`src/rtl/instr_encoder_loader_if.sv`:
```
// Field-bundle handshake and instruction-memory write bus for instr_encoder_loader.
interface instr_encoder_loader_if #(
  parameter int ADDR_W = 32
);
  logic              in_valid;
  logic              in_ready;
  logic [2:0]        in_kind;
  logic [3:0]        in_cond;
  logic [3:0]        in_cmd;
  logic              in_s;
  logic [3:0]        in_rd;
  logic [3:0]        in_rn;
  logic [3:0]        in_rm;
  logic [3:0]        in_rs;
  logic [23:0]       in_imm;
  logic              in_last;
  logic              mem_we;
  logic [ADDR_W-1:0] mem_addr;
  logic [31:0]       mem_wdata;

  modport master (
    output in_valid, in_kind, in_cond, in_cmd, in_s, in_rd, in_rn, in_rm, in_rs, in_imm, in_last,
    input  in_ready, mem_we, mem_addr, mem_wdata
  );

  modport slave (
    input  in_valid, in_kind, in_cond, in_cmd, in_s, in_rd, in_rn, in_rm, in_rs, in_imm, in_last,
    output in_ready, mem_we, mem_addr, mem_wdata
  );
endinterface

```
`src/rtl/instr_encoder_loader.sv`:
```
// Encodes ARM-style instruction field bundles and writes them sequentially into instruction memory.
// Optional macro ENC_CMP_FORCE_S_EN: DP CMP (cmd 1010) always encodes S=1.
module instr_encoder_loader #(
  parameter int          ADDR_W    = 32,
  parameter int unsigned BASE_ADDR = 0,
  parameter int          DEPTH     = 64
) (
  input  logic                     clk,
  input  logic                     reset,
  input  logic                     start,
  instr_encoder_loader_if.slave    bus,
  output logic                     done,
  output logic                     err,
  output logic [$clog2(DEPTH):0]   word_count
);
  localparam int CNT_W = $clog2(DEPTH) + 1;
  localparam logic [ADDR_W-1:0] BASE = ADDR_W'(BASE_ADDR);

  localparam logic [2:0] K_DP_REG = 3'd0;
  localparam logic [2:0] K_DP_IMM = 3'd1;
  localparam logic [2:0] K_MEM    = 3'd2;
  localparam logic [2:0] K_BR     = 3'd3;
  localparam logic [2:0] K_MUL    = 3'd4;
  localparam logic [2:0] K_UMULL  = 3'd5;
  localparam logic [2:0] K_SMULL  = 3'd6;
  localparam logic [2:0] K_ILL    = 3'd7;

  typedef enum logic [1:0] {IDLE, ENC, WR, DONE} state_t;

  typedef struct packed {
    logic [2:0]  kind;
    logic [3:0]  cond;
    logic [3:0]  cmd;
    logic        s;
    logic [3:0]  rd;
    logic [3:0]  rn;
    logic [3:0]  rm;
    logic [3:0]  rs;
    logic [23:0] imm;
    logic        last;
  } req_t;

  state_t state;
  req_t   req;

  function automatic logic [31:0] encode(input req_t r);
    logic s;
    s = r.s;
`ifdef ENC_CMP_FORCE_S_EN
    if ((r.kind == K_DP_REG || r.kind == K_DP_IMM) && r.cmd == 4'b1010) s = 1'b1;
`endif
    case (r.kind)
      K_DP_REG: encode = {r.cond, 2'b00, 1'b0, r.cmd, s, r.rn, r.rd, 8'h00, r.rm};
      K_DP_IMM: encode = {r.cond, 2'b00, 1'b1, r.cmd, s, r.rn, r.rd, r.imm[11:0]};
      K_MEM:    encode = {r.cond, 7'b0101100, r.cmd[0], r.rn, r.rd, r.imm[11:0]};
      K_BR:     encode = {r.cond, 3'b101, r.cmd[0], r.imm};
      K_MUL:    encode = {r.cond, 7'b0000000, s, r.rd, 4'h0, r.rs, 4'b1001, r.rm};
      K_UMULL:  encode = {r.cond, 7'b0000100, s, r.rn, r.rd, r.rs, 4'b1001, r.rm};
      K_SMULL:  encode = {r.cond, 7'b0000110, s, r.rn, r.rd, r.rs, 4'b1001, r.rm};
      default:  encode = '0;
    endcase
  endfunction

  always_ff @(posedge clk or negedge reset) begin
    if (!reset) begin
      state         <= IDLE;
      req           <= '0;
      bus.in_ready  <= 1'b1;
      bus.mem_we    <= 1'b0;
      bus.mem_addr  <= BASE;
      bus.mem_wdata <= '0;
      done          <= 1'b0;
      err           <= 1'b0;
      word_count    <= '0;
    end else begin
      case (state)
        IDLE: begin
          // start wins over a same-cycle bundle; the bundle is dropped
          if (start) begin
            bus.mem_addr <= BASE;
            word_count   <= '0;
            err          <= 1'b0;
          end else if (bus.in_valid) begin
            req          <= '{bus.in_kind, bus.in_cond, bus.in_cmd, bus.in_s, bus.in_rd,
                              bus.in_rn, bus.in_rm, bus.in_rs, bus.in_imm, bus.in_last};
            bus.in_ready <= 1'b0;
            state        <= ENC;
          end
        end
        ENC: begin
          if (req.kind == K_ILL) begin
            err <= 1'b1;
            if (req.last) begin
              done  <= 1'b1;
              state <= DONE;
            end else begin
              bus.in_ready <= 1'b1;
              state        <= IDLE;
            end
          end else begin
            bus.mem_wdata <= encode(req);
            bus.mem_we    <= 1'b1;
            state         <= WR;
          end
        end
        WR: begin
          bus.mem_we   <= 1'b0;
          bus.mem_addr <= bus.mem_addr + ADDR_W'(4);
          word_count   <= word_count + CNT_W'(1);
          // session is capped at DEPTH words so the address never runs past the window
          if (req.last || word_count == CNT_W'(DEPTH - 1)) begin
            done  <= 1'b1;
            state <= DONE;
          end else begin
            bus.in_ready <= 1'b1;
            state        <= IDLE;
          end
        end
        DONE: begin
          if (start) begin
            bus.mem_addr <= BASE;
            word_count   <= '0;
            err          <= 1'b0;
            done         <= 1'b0;
            bus.in_ready <= 1'b1;
            state        <= IDLE;
          end
        end
        default: state <= IDLE;
      endcase
    end
  end
endmodule
```
`src/flat_wrapper.sv`:
```
// flat-port wrapper written by rule: the top's interface ports become plain ports
module instr_encoder_loader_flat 
#(
  parameter int          ADDR_W    = 32,
  parameter int unsigned BASE_ADDR = 0,
  parameter int          DEPTH     = 64
)
  (clk, reset, start, done, err, word_count, bus_in_valid, bus_in_kind, bus_in_cond, bus_in_cmd, bus_in_s, bus_in_rd, bus_in_rn, bus_in_rm, bus_in_rs, bus_in_imm, bus_in_last, bus_in_ready, bus_mem_we, bus_mem_addr, bus_mem_wdata);
  instr_encoder_loader_if #(.ADDR_W(ADDR_W)) bus_i ();
  input  logic clk;
  input  logic reset;
  input  logic start;
  output logic done;
  output logic err;
  output logic [$clog2(DEPTH):0] word_count;
  input wire logic [$bits(bus_i.in_valid)-1:0] bus_in_valid;
  input wire logic [$bits(bus_i.in_kind)-1:0] bus_in_kind;
  input wire logic [$bits(bus_i.in_cond)-1:0] bus_in_cond;
  input wire logic [$bits(bus_i.in_cmd)-1:0] bus_in_cmd;
  input wire logic [$bits(bus_i.in_s)-1:0] bus_in_s;
  input wire logic [$bits(bus_i.in_rd)-1:0] bus_in_rd;
  input wire logic [$bits(bus_i.in_rn)-1:0] bus_in_rn;
  input wire logic [$bits(bus_i.in_rm)-1:0] bus_in_rm;
  input wire logic [$bits(bus_i.in_rs)-1:0] bus_in_rs;
  input wire logic [$bits(bus_i.in_imm)-1:0] bus_in_imm;
  input wire logic [$bits(bus_i.in_last)-1:0] bus_in_last;
  output wire logic [$bits(bus_i.in_ready)-1:0] bus_in_ready;
  output wire logic [$bits(bus_i.mem_we)-1:0] bus_mem_we;
  output wire logic [$bits(bus_i.mem_addr)-1:0] bus_mem_addr;
  output wire logic [$bits(bus_i.mem_wdata)-1:0] bus_mem_wdata;
  assign bus_i.in_valid = bus_in_valid;
  assign bus_i.in_kind = bus_in_kind;
  assign bus_i.in_cond = bus_in_cond;
  assign bus_i.in_cmd = bus_in_cmd;
  assign bus_i.in_s = bus_in_s;
  assign bus_i.in_rd = bus_in_rd;
  assign bus_i.in_rn = bus_in_rn;
  assign bus_i.in_rm = bus_in_rm;
  assign bus_i.in_rs = bus_in_rs;
  assign bus_i.in_imm = bus_in_imm;
  assign bus_i.in_last = bus_in_last;
  assign bus_in_ready = bus_i.in_ready;
  assign bus_mem_we = bus_i.mem_we;
  assign bus_mem_addr = bus_i.mem_addr;
  assign bus_mem_wdata = bus_i.mem_wdata;
  instr_encoder_loader #(.ADDR_W(ADDR_W), .BASE_ADDR(BASE_ADDR), .DEPTH(DEPTH)) u_core (.clk(clk), .reset(reset), .start(start), .bus(bus_i), .done(done), .err(err), .word_count(word_count));
endmodule
```
`config.mk`:
```
export PLATFORM = sky130hd
export DESIGN_NAME = instr_encoder_loader_flat
export DESIGN_NICKNAME = d
export VERILOG_FILES = /design/src/rtl/instr_encoder_loader_if.sv /design/src/rtl/instr_encoder_loader.sv /design/src/flat_wrapper.sv
export SDC_FILE = /design/constraint.sdc
export NUM_CORES = 1
export LEC_CHECK = 0
export CORE_AREA = 2 2 111 113
export CTS_CLUSTER_DIAMETER = 100
export DETAILED_ROUTE_END_ITERATION = 7
export DIE_AREA = 0 0 113 115
export GPL_TIMING_DRIVEN = 0
export PLACE_DENSITY = 0.79
export SKIP_LAST_GASP = 1
export SLEW_MARGIN = 20
export SYNTH_ARGS = -nofsm -noshare
export SYNTH_HDL_FRONTEND = slang
export SYNTH_SLANG_ARGS = --single-unit
```
`constraint.sdc`:
```
create_clock -name clk -period 2.6 [get_ports clk]
set_input_delay 0.26 -clock clk [delete_from_list [all_inputs] [get_ports clk]]
set_output_delay 0.26 -clock clk [all_outputs]
set_load 0.02 [all_outputs]
```
==> out/metrics.csv <==
metric,value,unit
failing checks,DRC,
Slew @ Worst Pin,0.7223,ns
PwrDens,1145,mW/mm^2
# diodes,0,
crit path max-delay cell type,nor4_1,
Final Hold Slack,0.3574,ns
initial antenna violation count,0,
crit path capture,u_core.bus.mem_addr[22]$_DFFE_PN0P_,
"commonest non-fill, non-tap cell in the layout",clkdlybuf4s50_1,
Post-synth top flop,dfrtp_1,
post-layout net count,759,
"EDFF count, synth",0,
clk sinks,128,
Synth area leaders,"dfrtp_1 (54%), mux2_2 (11%), nand2_1 (4.0%)",
via count,4732,
synthesized flop and latch total,128,
clock latency on the worst-skew pair,0.42,ns
non-filler cells in the finished layout,854,
routed len/inst,17.21,um
CTS Buf Count,17,
die area,0.01300,sq mm
RR Startpoint,u_core.state[1]$_DFFE_PN0P_,
first-pass GRT wire length,23870,um
Reg2Reg Setup Slack,0.16,ns
outcome,"complete, but fails checks",
Critical Path Start Type,flop,
final cycle utilization of the critical path,93.69,%
setup slack after layout,0.1641,ns
largest family of logic cells by synthesized area,simple AND/OR/NAND/NOR gates,
setup TNS,0,ns
fin. max-slew vios,0,
fmax,410.5,MHz
Final Hold Fails,0,
max cap viols,0,
"Seq/Total Area, Yosys",54.62,%
yosys warns,0,
via/cell ratio,5.541,
DR iter-0 viols,378,
Placeable Area,0.01181,sq mm
share of the synthesized area in the top cell type,54.17,%
Post-synth ARST share,100.0,%
simple-gate share of the synthesized area,16.78,%
XOR/XNOR Fraction of Synth Area,1.791,%
fill cell count,891,
Final Wtd Congestion,0.8010,
top routing layer used,met4,
final core occ,67.54,%
Routed WL,14700,um
RSZ-0062 raised after global routing,no,
WL met2,7450,um
share of cells above drive strength 1,13.58,%
CP startpoint,u_core.state[1]$_DFFE_PN0P_,
Reg2Reg Depth,8,
worst-path maximum fanout,10,
total track usage,23.53,%
"antenna viol nets, final",0,
CTS tree,yes,
mux cell area share after synthesis,13.31,%
Hold Crit Class,in2async,
clk slew on worst S/H paths,0.05,ns
arrival time worst endpoint,2.78,ns
Max stage delay on crit path,0.43,ns
Synth area leader,dfrtp_1,
reg2reg end,u_core.bus.mem_addr[22]$_DFFE_PN0P_,
CP Cell Sequence,inv_1 -> ha_1 -> buf_2 -> mux2_2 -> nand2b_1 -> clkbuf_2 -> nor4_1 -> mux2i_1,
most frequent cells in the layout,"clkdlybuf4s50_1 (128), dfrtp_1 (127), nand2_1 (63)",
HPWL after detailed placement,10660,um
Mapped Area,0.005867,sq mm
first-pass iteration count of the detailed router,6,
wire length on met1,6073,um
largest net degree at the start of global routing,82,
Slew HR,51.67,%
vias in the first global route,4910,
Initial Utilization,49.67,%
dpl cells,823,
GRT overflow,0,
I/O pin total,132,
Remaining DRCs,10,
WP data required,2.94,ns
"Setup violations, final",0,
compound-gate portion of the synthesized area,9.213,%
Die Wd,113,um
Max VDD drop,632.1,uV
Layout Skew,0.005056,ns
DR WL met3,992,um
CP Capture Type,flop,
CTS root buf,clkbuf_16,
post-synthesis adder-cell area fraction,1.493,%
port bufs,129,
H-tree Lvls,4,
pre-CTS setup slack,0.09553,ns
chip height,115,um
leakage,3.348,nW
syn avg cell area,10.76,sq um
Synth cell types,48,
Syn-to-layout area delta,35.98,%
Setup CP Type,reg2reg,
Post-Synthesis Cells,545,
site row count,40,
Tmin final,2.436,ns
clock buffer depth,2,
power by group:
group | internal (W) | switching [W] | leakage (nW)
Combinational | 0.00158 | 0.00193 | 1.45
Sequential | 0.00275 | 0.000500 | 1.60
Clock | 0.00155 | 0.000821 | 0.296
Total | 0.00589 | 0.00325 | 3.35
repair_timing:
action | in CTS | in global routing
hold buffers | 1 | 0
resized for setup | 0 | 4
setup buffers | 0 | 0
endpoints found under the setup margin | 0 | 15
hold endpoints to repair | 47 | 0
metrics by stage:
stage / instance area [sq um] / power, W
2_1_floorplan: 5871 / 0.005379
3_3_place_gp: 7346 / 0.006610
3_5_place_dp: 7375 / 0.006779
4_1_cts: 7979 / 0.009188
5_1_grt: 7978 / 0.009697
6_report: 7978 / 0.009135
synthesized netlist by cell type (all sizes together) (2+ instances only):
| cell type | instances |
|---|---|
| a21oi | 21 |
| nand4 | 7 |
| ha | 7 |
| a221oi | 9 |
| nand2b | 18 |
| mux2 | 56 |
| dfrtp | 127 |
| a31oi | 7 |
| or3 | 2 |
| and3 | 3 |
| nor2 | 50 |
| xor2 | 9 |
| buf | 5 |
| or4 | 7 |
| nor4 | 11 |
| nand2 | 63 |
| inv | 8 |
| and4 | 5 |
| nand3 | 19 |
| a22o | 4 |
| nor3b | 2 |
| mux2i | 15 |
| and2 | 2 |
| xnor2 | 3 |
| o31ai | 8 |
| o21ai | 20 |
| nor2b | 5 |
| nand3b | 3 |
| o21a | 4 |
| clkbuf | 27 |
| o22ai | 7 |
| nor3 | 2 |
kinds of logic (layout without fill, tap and decap cells):
| kind of cell | Yosys count | in the layout |
|---|---|---|
| and+or+nand+nor | 201 | 201 |
| DFF | 128 | 128 |
| AOI/OAI and AO/OA | 85 | 85 |
| muxes | 71 | 71 |
| buffers and inverters | 40 | 201 |
| xor gates and xnor gates | 12 | 12 |
| adders and majority gates | 7 | 7 |
| other | 1 | 2 |
registers in the layout (all words and copies together), names as in the netlist:
signal	flops
u_core.bus.mem_wdata	32
u_core.done	1
u_core.err	1
u_core.state	2
u_core.bus.in_ready	1
u_core.bus.mem_we	1
u_core.bus.mem_addr	30
u_core.req	53
u_core.word_count	7
final cells by class:
type	instances	area, sq um	share of cell area [%]
clock inverters	5	75.07	0.9410
inverters	8	30.03	0.3764
multi-input cells	378	2506	31.41
repair buffers	131	1330	16.67
well taps	147	183.9	2.306
flip-flops and latches	128	3204	40.17
clock buffers	26	519.2	6.509
plain buffers	31	128.9	1.615
worst max-delay path: cells and delay by family (launching register included):
family | cells | cell delay [ns]
fa+ha+maj | 1 | 0.28
buf+inv | 3 | 0.54
flops | 1 | 0.41
mux | 2 | 0.52
simple gates | 2 | 0.61
metal layers:
| layer | vias to the layer above | GRT usage [%] |
|---|---|---|
| li1 | 2235 | - |
| met1 | 2323 | 28.63 |
| met3 | 18 | 6.906 |
| met4 | 0 | 7.480 |
| met2 | 156 | 40.68 |
| met5 | - | 0 |
how the worst min path moves through the flow:
stage / startpoint / end / slack, ns / cells past startpoint
2_1_floorplan: reset / u_core.bus.mem_addr[10]$_DFFE_PN0P_ / -0.04 / 0
5_1_grt: reset / u_core.bus.mem_addr[2]$_DFFE_PN0P_ / 0.40 / 2
6_report: reset / u_core.bus.mem_addr[2]$_DFFE_PN0P_ / 0.36 / 2
3_3_place_gp: u_core.req[49]$_DFFE_PN0P_ / u_core.bus.mem_wdata[31]$_DFFE_PN0P_ / 0.45 / 2
3_5_place_dp: reset / u_core.bus.mem_addr[2]$_DFFE_PN0P_ / 0.23 / 1
4_1_cts: reset / u_core.bus.mem_addr[2]$_DFFE_PN0P_ / 0.36 / 2
Note: power is estimated with default switching activity, not from simulation.
